[src/rtl/muldiv_unit_pkg.sv]
// Shared types and constants for the HI/LO multiply/divide unit.
package muldiv_unit_pkg;

    localparam int unsigned DIV_ITERS = 32;

    typedef enum logic [2:0] {
        MD_MULT  = 3'd0,
        MD_MULTU = 3'd1,
        MD_DIV   = 3'd2,
        MD_DIVU  = 3'd3,
        MD_MTHI  = 3'd4,
        MD_MTLO  = 3'd5
    } muldiv_op_t;

    typedef struct packed {
        logic        wen_h;
        logic [31:0] wd_h;
        logic        wen_l;
        logic [31:0] wd_l;
    } hilo_w_t;

    typedef enum logic [2:0] {
        ST_IDLE,
        ST_MUL,
        ST_DIV,
        ST_FIX,
        ST_DONE
    } md_state_t;

endpackage

[src/rtl/muldiv_unit_div.sv]
// Unsigned 32-bit restoring divider, one quotient bit per cycle.
module div_core
    import muldiv_unit_pkg::*;
(
    input  logic        clk,
    input  logic        reset,
    input  logic        clear,
    input  logic        load,
    input  logic [31:0] dividend,
    input  logic [31:0] divisor,
    output logic [31:0] q,
    output logic [31:0] r,
    output logic        valid
);

    logic [5:0]  cnt;
    logic        active;
    logic [31:0] dvs;

    // One restoring step: shift the next dividend bit into the partial remainder
    // and subtract the divisor if it fits.
    function automatic logic [63:0] div_step(input logic [31:0] rem,
                                             input logic [31:0] quo,
                                             input logic [31:0] dv);
        logic [32:0] part;
        logic [32:0] diff;
        part = {rem, quo[31]};
        diff = part - {1'b0, dv};
        if (!diff[32])
            return {diff[31:0], quo[30:0], 1'b1};
        else
            return {part[31:0], quo[30:0], 1'b0};
    endfunction

    // Load performs the first step from a zero remainder, so the remaining
    // DIV_ITERS-1 steps finish with valid rising after DIV_ITERS cycles in total.
    always_ff @(posedge clk or posedge reset) begin
        if (reset) begin
            cnt    <= '0;
            active <= 1'b0;
            dvs    <= '0;
            q      <= '0;
            r      <= '0;
        end else if (clear) begin
            cnt    <= '0;
            active <= 1'b0;
        end else if (load) begin
            {r, q} <= div_step('0, dividend, divisor);
            dvs    <= divisor;
            cnt    <= 6'(DIV_ITERS - 1);
            active <= 1'b1;
        end else if (active && cnt != '0) begin
            {r, q} <= div_step(r, q, dvs);
            cnt    <= cnt - 1'b1;
        end
    end

    // Result is final once all steps have run.
    always_comb begin
        valid = active && (cnt == '0);
    end

endmodule

[src/rtl/muldiv_unit.sv]
// Multi-cycle MIPS multiply/divide unit writing the HI/LO register file.
module muldiv_unit
    import muldiv_unit_pkg::*;
#(
    parameter int unsigned MUL_STAGES = 2
) (
    input  logic        clk,
    input  logic        reset,
    input  logic        flush,
    input  logic        start,
    input  muldiv_op_t  op,
    input  logic [31:0] a,
    input  logic [31:0] b,
    output logic        busy,
    output logic        done,
    output hilo_w_t     hlw
);

    md_state_t          state, state_d;
    logic               accept;
    muldiv_op_t         op_q;
    logic [31:0]        a_q, b_q;
    logic [2:0]         mul_cnt;
    logic [63:0]        prod [MUL_STAGES];
    logic [31:0]        div_hi, div_lo;

    logic               op_is_signed;
    logic signed [32:0] mul_x, mul_y;
    logic signed [65:0] mul_full;
    logic               unused_mul_msbs;
    logic [31:0]        a_mag, b_mag;
    logic               div_load;
    logic [31:0]        core_q, core_r;
    logic               core_valid;
    logic [31:0]        q_fix, r_fix;

    // Operand preparation from the presented op: sign-extended multiply and divide magnitudes.
    always_comb begin
        op_is_signed = (op == MD_MULT) || (op == MD_DIV);
        mul_x        = {op_is_signed & a[31], a};
        mul_y        = {op_is_signed & b[31], b};
        mul_full     = mul_x * mul_y;
        a_mag        = (op_is_signed && a[31]) ? (32'd0 - a) : a;
        b_mag        = (op_is_signed && b[31]) ? (32'd0 - b) : b;
        div_load     = accept && ((op == MD_DIV) || (op == MD_DIVU));
    end

    assign unused_mul_msbs = ^mul_full[65:64];

    // Truncating-division sign fix applied to the unsigned core result.
    always_comb begin
        q_fix = core_q;
        r_fix = core_r;
        if (op_q == MD_DIV && (a_q[31] ^ b_q[31]))
            q_fix = 32'd0 - core_q;
        if (op_q == MD_DIV && a_q[31])
            r_fix = 32'd0 - core_r;
    end

    div_core u_div (
        .clk      (clk),
        .reset    (reset),
        .clear    (flush),
        .load     (div_load),
        .dividend (a_mag),
        .divisor  (b_mag),
        .q        (core_q),
        .r        (core_r),
        .valid    (core_valid)
    );

    // State register.
    always_ff @(posedge clk or posedge reset) begin
        if (reset)
            state <= ST_IDLE;
        else
            state <= state_d;
    end

    // Next-state logic; flush beats everything, including a same-cycle start.
    always_comb begin
        state_d = state;
        accept  = 1'b0;
        case (state)
            ST_IDLE: begin
                if (start && !flush) begin
                    case (op)
                        MD_MULT, MD_MULTU: begin
                            accept  = 1'b1;
                            state_d = (MUL_STAGES == 1) ? ST_DONE : ST_MUL;
                        end
                        MD_DIV, MD_DIVU: begin
                            accept  = 1'b1;
                            state_d = ST_DIV;
                        end
                        MD_MTHI, MD_MTLO: begin
                            accept  = 1'b1;
                            state_d = ST_DONE;
                        end
                        default: state_d = ST_IDLE;
                    endcase
                end
            end
            ST_MUL:  if (mul_cnt == 3'd1) state_d = ST_DONE;
            ST_DIV:  if (core_valid) state_d = ST_FIX;
            ST_FIX:  state_d = ST_DONE;
            ST_DONE: state_d = ST_IDLE;
            default: state_d = ST_IDLE;
        endcase
        if (flush)
            state_d = ST_IDLE;
    end

    // Datapath: operand capture, product pipeline, multiply countdown, divide result.
    always_ff @(posedge clk or posedge reset) begin
        if (reset) begin
            op_q    <= MD_MULT;
            a_q     <= '0;
            b_q     <= '0;
            mul_cnt <= '0;
            div_hi  <= '0;
            div_lo  <= '0;
            for (int unsigned i = 0; i < MUL_STAGES; i++)
                prod[i] <= '0;
        end else begin
            if (accept) begin
                op_q    <= op;
                a_q     <= a;
                b_q     <= b;
                mul_cnt <= 3'(MUL_STAGES - 1);
                prod[0] <= mul_full[63:0];
            end else if (state == ST_MUL) begin
                mul_cnt <= mul_cnt - 1'b1;
            end
            for (int unsigned i = 1; i < MUL_STAGES; i++)
                prod[i] <= prod[i-1];
            if (state == ST_FIX) begin
                if (b_q == '0) begin
                    div_hi <= a_q;
                    div_lo <= '1;
                end else begin
                    div_hi <= r_fix;
                    div_lo <= q_fix;
                end
            end
        end
    end

    // Outputs: write enables only in DONE, data from registered results.
    always_comb begin
        busy = (state != ST_IDLE);
        done = (state == ST_DONE);
        hlw  = '0;
        if (state == ST_DONE) begin
            case (op_q)
                MD_MTHI: begin
                    hlw.wen_h = 1'b1;
                    hlw.wd_h  = a_q;
                end
                MD_MTLO: begin
                    hlw.wen_l = 1'b1;
                    hlw.wd_l  = a_q;
                end
                MD_MULT, MD_MULTU: begin
                    hlw.wen_h = 1'b1;
                    hlw.wd_h  = prod[MUL_STAGES-1][63:32];
                    hlw.wen_l = 1'b1;
                    hlw.wd_l  = prod[MUL_STAGES-1][31:0];
                end
                default: begin
                    hlw.wen_h = 1'b1;
                    hlw.wd_h  = div_hi;
                    hlw.wen_l = 1'b1;
                    hlw.wd_l  = div_lo;
                end
            endcase
        end
    end

endmodule
[config.mk]
export PLATFORM = sky130hd
export DESIGN_NAME = muldiv_unit
export DESIGN_NICKNAME = d
export VERILOG_FILES = /design/src/rtl/muldiv_unit_pkg.sv /design/src/rtl/muldiv_unit_div.sv /design/src/rtl/muldiv_unit.sv
export SDC_FILE = /design/constraint.sdc
export NUM_CORES = 2
export LEC_CHECK = 0
export ABC_AREA = 1
export CAP_MARGIN = 20
export CORE_MARGIN = 2
export CORE_UTILIZATION = 47
export CTS_CLUSTER_DIAMETER = 40
export DETAILED_ROUTE_END_ITERATION = 8
export GPL_ROUTABILITY_DRIVEN = 0
export PLACE_DENSITY = 0.63
export RECOVER_POWER = 100
export REMOVE_ABC_BUFFERS = 1
export SLEW_MARGIN = 20
export SYNTH_ARGS = -nofsm -noshare
export SYNTH_HDL_FRONTEND = slang
export SYNTH_SLANG_ARGS = --single-unit
[constraint.sdc]
create_clock -name clk -period 17.3 [get_ports clk]
set_clock_uncertainty 0.2 [all_clocks]
set_input_delay 3.46 -clock clk [delete_from_list [all_inputs] [get_ports clk]]
set_output_delay 3.46 -clock clk [all_outputs]
set_load 0.02 [all_outputs]
-- After elaboration in Yosys (flattened, before gate mapping)
Cells that the tools add are included.
W data, S select, Z words.
- bitwise operators: 4
- equal/unequal tests: 17
- add/subtract/negate cells: 8
- muxes and demuxes: 31
- order comparisons: 0
- shift operators: 0
- reduce and logical (&&, ||, !) cells: 30
- multiply operators: 1
- div/mod/pow operators: 0
- operators with widths (kind ; count):
    $mux W32 ; 10
    $pmux W33 S3 ; 2
    $mux W64 ; 2
    $sub A1 B32 Y32 const A ; 4
    $mux W66 ; 1
    $mul A33 B33 Y64 ; 1
    $sub A1 B32 Y33 ; 1
    $sub A33 B32 Y33 ; 1
    $logic_not A32 Y1 ; 1
    $mux W3 ; 6
    $mux W6 ; 3
    $eq A3 B2 Y1 const B ; 5
    $eq A3 B3 Y1 const B ; 5
    $eq A3 B1 Y1 const B ; 4
    $pmux W3 S4 ; 1
    $logic_not A3 Y1 ; 3
    $ne A3 B3 Y1 const B ; 3
    $pmux W3 S3 ; 1
    $logic_and A1 B1 Y1 ; 8
    $reduce_or A2 Y1 ; 4
    $logic_not A6 Y1 ; 1
    $reduce_bool A2 Y1 ; 3
    $reduce_bool A3 Y1 ; 2
    $reduce_bool A6 Y1 ; 1
    11 further kinds ; 18
- input bits: 71
- register bits: 368
- bits in latches: 0
- output and inout bits: 68
- memories: 0
- bits in writable memories: 0
- ROM bits: 0
- logic and storage cells: 105

-- Depth between registers and ports, before layout
- word-level depth: 8
- mapped depth: 36
- mapped depth without buffers: 34

-- Hierarchy
A second synthesis with hierarchy kept.
- cells, all modules: 8195
- area total of the unflattened synthesis: 62087.0 um2
- by module, submodules not included (module ; times used ; area an instance (um2) ; cells each ; sequential area each (um2)):
    muldiv_unit ; 1 ; 54436.0 ; 6999 ; 6631.4
    div_core ; 1 ; 7651.1 ; 1196 ; 2577.5

-- Worst setup path before layout
No wires, ideal clock.
- path kind: in2reg
- start point: in a[31]
- end point: reg prod[124] (netlist bit)
- stages on the path: 28
- data arrival time: 10591 ps
- path buffers: 2
- slack: 6391 ps
- library setup time: 118 ps
- required time: 16982 ps
- path through: buf_2 clkbuf_1 nand2_1 nor2_1 fa_1 inv_1 fa_1 inv_1 fa_1 fa_1 inv_1 fa_1 inv_1 fa_1 inv_1 fa_1 fa_1 inv_1 ha_1 a21oi_1 inv_1 a31oi_1 o21ai_0 a211oi_1 o211ai_1 or2_2 nand3_1 nand2_1
- word-level cells in the longest chain between the ends: 2
- ends and longest elaborated chain (item ; RTL line ; text):
    from (decl) ; muldiv_unit.sv:12 ; input logic [31:0] a,
    $and A1 B1 Y1 ; muldiv_unit.sv:40 ; mul_x = {op_is_signed & a[31], a};
    $mul A33 B33 Y64 (*) ; muldiv_unit.sv:42 ; mul_full = mul_x * mul_y;
    to (signal, indexed assignment) ; muldiv_unit.sv:136 ; prod[i] <= prod[i-1];
    to (decl) ; muldiv_unit.sv:24 ; logic [63:0] prod [MUL_STAGES];
Every way passes the cells marked *; elsewhere a longest branch is shown, timed or not.
A chain may end at the register's enable or synchronous reset.

-- Worst setup path after layout
- start point: in flush
- end point: reg u_div.q[17]
- word-level cells in the longest chain between the ends: 7
- elaborated cells between the ends (all ways): 9
- classes of those cells: 3 x mux; 1 x bitwise; 5 x reduce/logical
- ends and longest elaborated chain (item ; RTL line ; text):
    from (decl) ; muldiv_unit.sv:9 ; input logic flush,
    $logic_not A1 Y1 ; muldiv_unit.sv:86 ; if (start && !flush) begin
    $logic_and A1 B1 Y1 ; muldiv_unit.sv:86 ;
    $mux W1 ; muldiv_unit.sv:86 ;
    $mux W1 ; muldiv_unit.sv:84 ; case (state)
    $logic_and A1 B1 Y1 ; muldiv_unit.sv:45 ; div_load = accept && ((op == MD_DIV) || (op == MD_DIVU));
    $reduce_bool A2 Y1 (no line) ; n/a ;
    $reduce_and A2 Y1 (no line) ; n/a ;
    to (signal assigned) ; muldiv_unit_div.sv:48 ; {r, q} <= div_step('0, dividend, divisor);
    to (signal assigned) ; muldiv_unit_div.sv:53 ; {r, q} <= div_step(r, q, dvs);
    to (decl) ; muldiv_unit_div.sv:11 ; output logic [31:0] q,
Parallel ways exist; a longest one is shown, timed or not.

==> results.yml <==
cts:
  cts_buffers: 58
  worstSkewPairLatency_ns: 0.63
  cts_root_buf: "clkbuf_16"
  clock-sinks: 368
  h-tree-depth: 2
  cts_tree: "yes"
  path_clk_slew_ns: 0.06
  post_cts_buffers: 0
  ctsResizeCount: 0
  ctsHoldBuffers: 0
  cts_buffer_depth: 3
layout:
  drive_gt1_share_pct: 4.31
  nets: 9032
  fillers: 12300
  syn_to_final_growth_pct: 7.12
  final_cells: 9293
sta:
  fmax_ghz: 0.0797
  finalSetupViolCount: 0
  report.final.slew_viol_count: 1057
  post-route-period-util_pct: 72.5
  grt_setup_unrepaired: "false"
  max_slew_margin_pct: -249
  tns_ns: 0
  worst-slew-pin-transition_ns: 5.21
  finalCriticalPeriod_ns: 12.54
  hold_viol_final: 0
floorplanning:
  dieArea_sq_mm: 0.131
  start_util_pct: 47.4
  rows: 131
  dieWidth_um: 363
  core-area_sq_mm: 0.128
  die_height_um: 363
  io_pins: 139
placed_design:
  port_buffers: 138
  dp_cells: 9183
  hpwl_mm: 147
hold_path:
  min_path_type: "reg -> reg"
logic_synthesis:
  avgSynthCellArea_sq_um: 7.86
  synth_flop_cell: "dfrtp_1"
  ys_types: 54
  synth_cells: 7687
  synth_edf_count: 0
  async_flop_share_pct: 100
  yosysWarningCount: 0
  synth_area_sq_mm: 0.0604
  ys_seq_elements: 368
  ys_seq_area_share_pct: 15.2
drt:
  firstDrtPassIters: 6
  vias: 50500
  drc: 0
  antenna_left: 0
  drt-total-wl_mm: 193
  wl_per_cell_um: 20.8
  viasPerCell: 5.44
  drt_iter0_markers: 4179
setup_path:
  cp_max_fo: 91
  slowest_delay_ns: 2.74
  path_cells: "dlygate4sd3_1 > inv_1 > o211ai_1 > nor2_4 > clkinvlp_2 > nor2_1 > clkbuf_1 > o21ai_0 > a21oi_1 > o22ai_1"
  critPathKind: "in -> reg"
  crit_required_ns: 17.60
  arrival_ns: 12.84
  endpoint_kind: "flop"
  crit_buf_inv: 4
  critPathLaunchType: "primary input"
  path_delay_family: "buffers and inverters"
  critPathSlowestCell: "clkbuf_1"
global_routing:
  grt_pass1_wl_mm: 306
  grt_max_degree: 119
  gr-total-overflow: 0
  gr-usage-all-layers_pct: 30.2
  antenna_found_initial: 10
  grt_pass1_vias: 53100
job:
  drv_cap: 18
outcome:
  status: "finished with violations"
  failed_checks: "max-capacitance violations, max-slew violations"
[cells in the mapped netlist, drive strengths merged (22+ instances only)]
cell | n | share of area, %
o221ai | 22 | 0.32
nand2 | 1919 | 12
a221oi | 28 | 0.41
clkbuf | 265 | 1.6
nor2 | 416 | 2.9
nor4 | 26 | 0.29
dfrtp | 368 | 15
xor2 | 71 | 1.0
ha | 254 | 5.3
o21ai | 356 | 3.0
nand4 | 44 | 0.49
o22ai | 28 | 0.29
buf | 128 | 1.1
a31oi | 59 | 0.61
xnor2 | 37 | 0.54
a21oi | 243 | 2.0
nand3 | 218 | 1.9
nor3 | 39 | 0.38
inv | 1917 | 12
o211ai | 41 | 0.51
fa | 1126 | 37
[cells by family after synthesis]
| group | synth area share [%] |
|---|---|
| and+or+nand+nor | 18.2 |
| xor gates and xnor gates | 1.56 |
| buffers and inverters | 14.7 |
| DFF | 15.2 |
| adders and majority gates | 42.5 |
| AOI/OAI and AO/OA | 7.75 |
[worst paths after layout]
check                          from          end  slack, ns  depth (start not counted)
setup / recovery              flush  u_div.q[17]       4.76                         10
hold / removal             prod[66]      prod[2]       0.17                          0
setup reg to reg           state[0]  u_div.q[17]       7.68                         11
hold reg to reg            prod[66]      prod[2]       0.17                          0
max in group asynchronous     reset     prod[47]       6.97                          3
min in group asynchronous     reset      prod[4]       4.71                          2
[registers in the layout, indices dropped and copies added, names as in the netlist]
name and count:
a_q 32, op_q 3, b_q 32, u_div.r 32, state 3, div_hi 32, u_div.active 1, u_div.q 32
mul_cnt 3, div_lo 32, prod 128, u_div.dvs 32, u_div.cnt 6
[area by class of cell]
cell class,instances,area [sq um],share of cell area (%)
clock buffers,65,1550,2.39
repair buffers,227,1720,2.65
well taps,1662,2080,3.21
flip-flops and latches,368,9210,14.2
diodes,1,2.50,0.00386
multi-input cells,5006,42400,65.4
inverters,1920,7210,11.1
clock inverters,44,619,0.957
[cell usage in the layout (no fill, tap or decap), types with 72 or more instances in the layout]
master            n
nand2_1        1907
inv_1          1904
fa_1           1126
nor2_1          382
dfrtp_1         368
o21ai_0         350
ha_1            254
a21oi_1         243
nand3_1         213
buf_4            74
dlygate4sd3_1    72
[per-layer routing]
metal / vias up / part of all wire, % / track usage (%) / wire length (um)
li1: 22500 / - / - / -
met1: 25400 / 40 / 40.0 / 77800
met2: 2189 / 46 / 49.0 / 88800
met3: 485 / 8.3 / 4.43 / 16100
met4: 4 / 5.4 / 14.1 / 10500
met5: - / 0.014 / 0 / 27
[stage by stage]
| step | instance area, sq um | hold slack, ns | utilization [%] | setup WS, ns |
|---|---|---|---|---|
| floorplan | 58800 | 0.154 | - | 3.42 |
| global placement | 62700 | 0.159 | 49.2 | 5.31 |
| detailed placement | 62700 | 0.160 | 49.2 | 5.33 |
| CTS | 64800 | 0.173 | 50.9 | 5.91 |
| global route | 64700 | 0.178 | 50.8 | 3.82 |
| finish | 64800 | 0.172 | 50.8 | 4.76 |
Power is left out: the tool's default activity adds up to more than one toggle a clock period on the data nets, which glitch-free logic cannot reach.
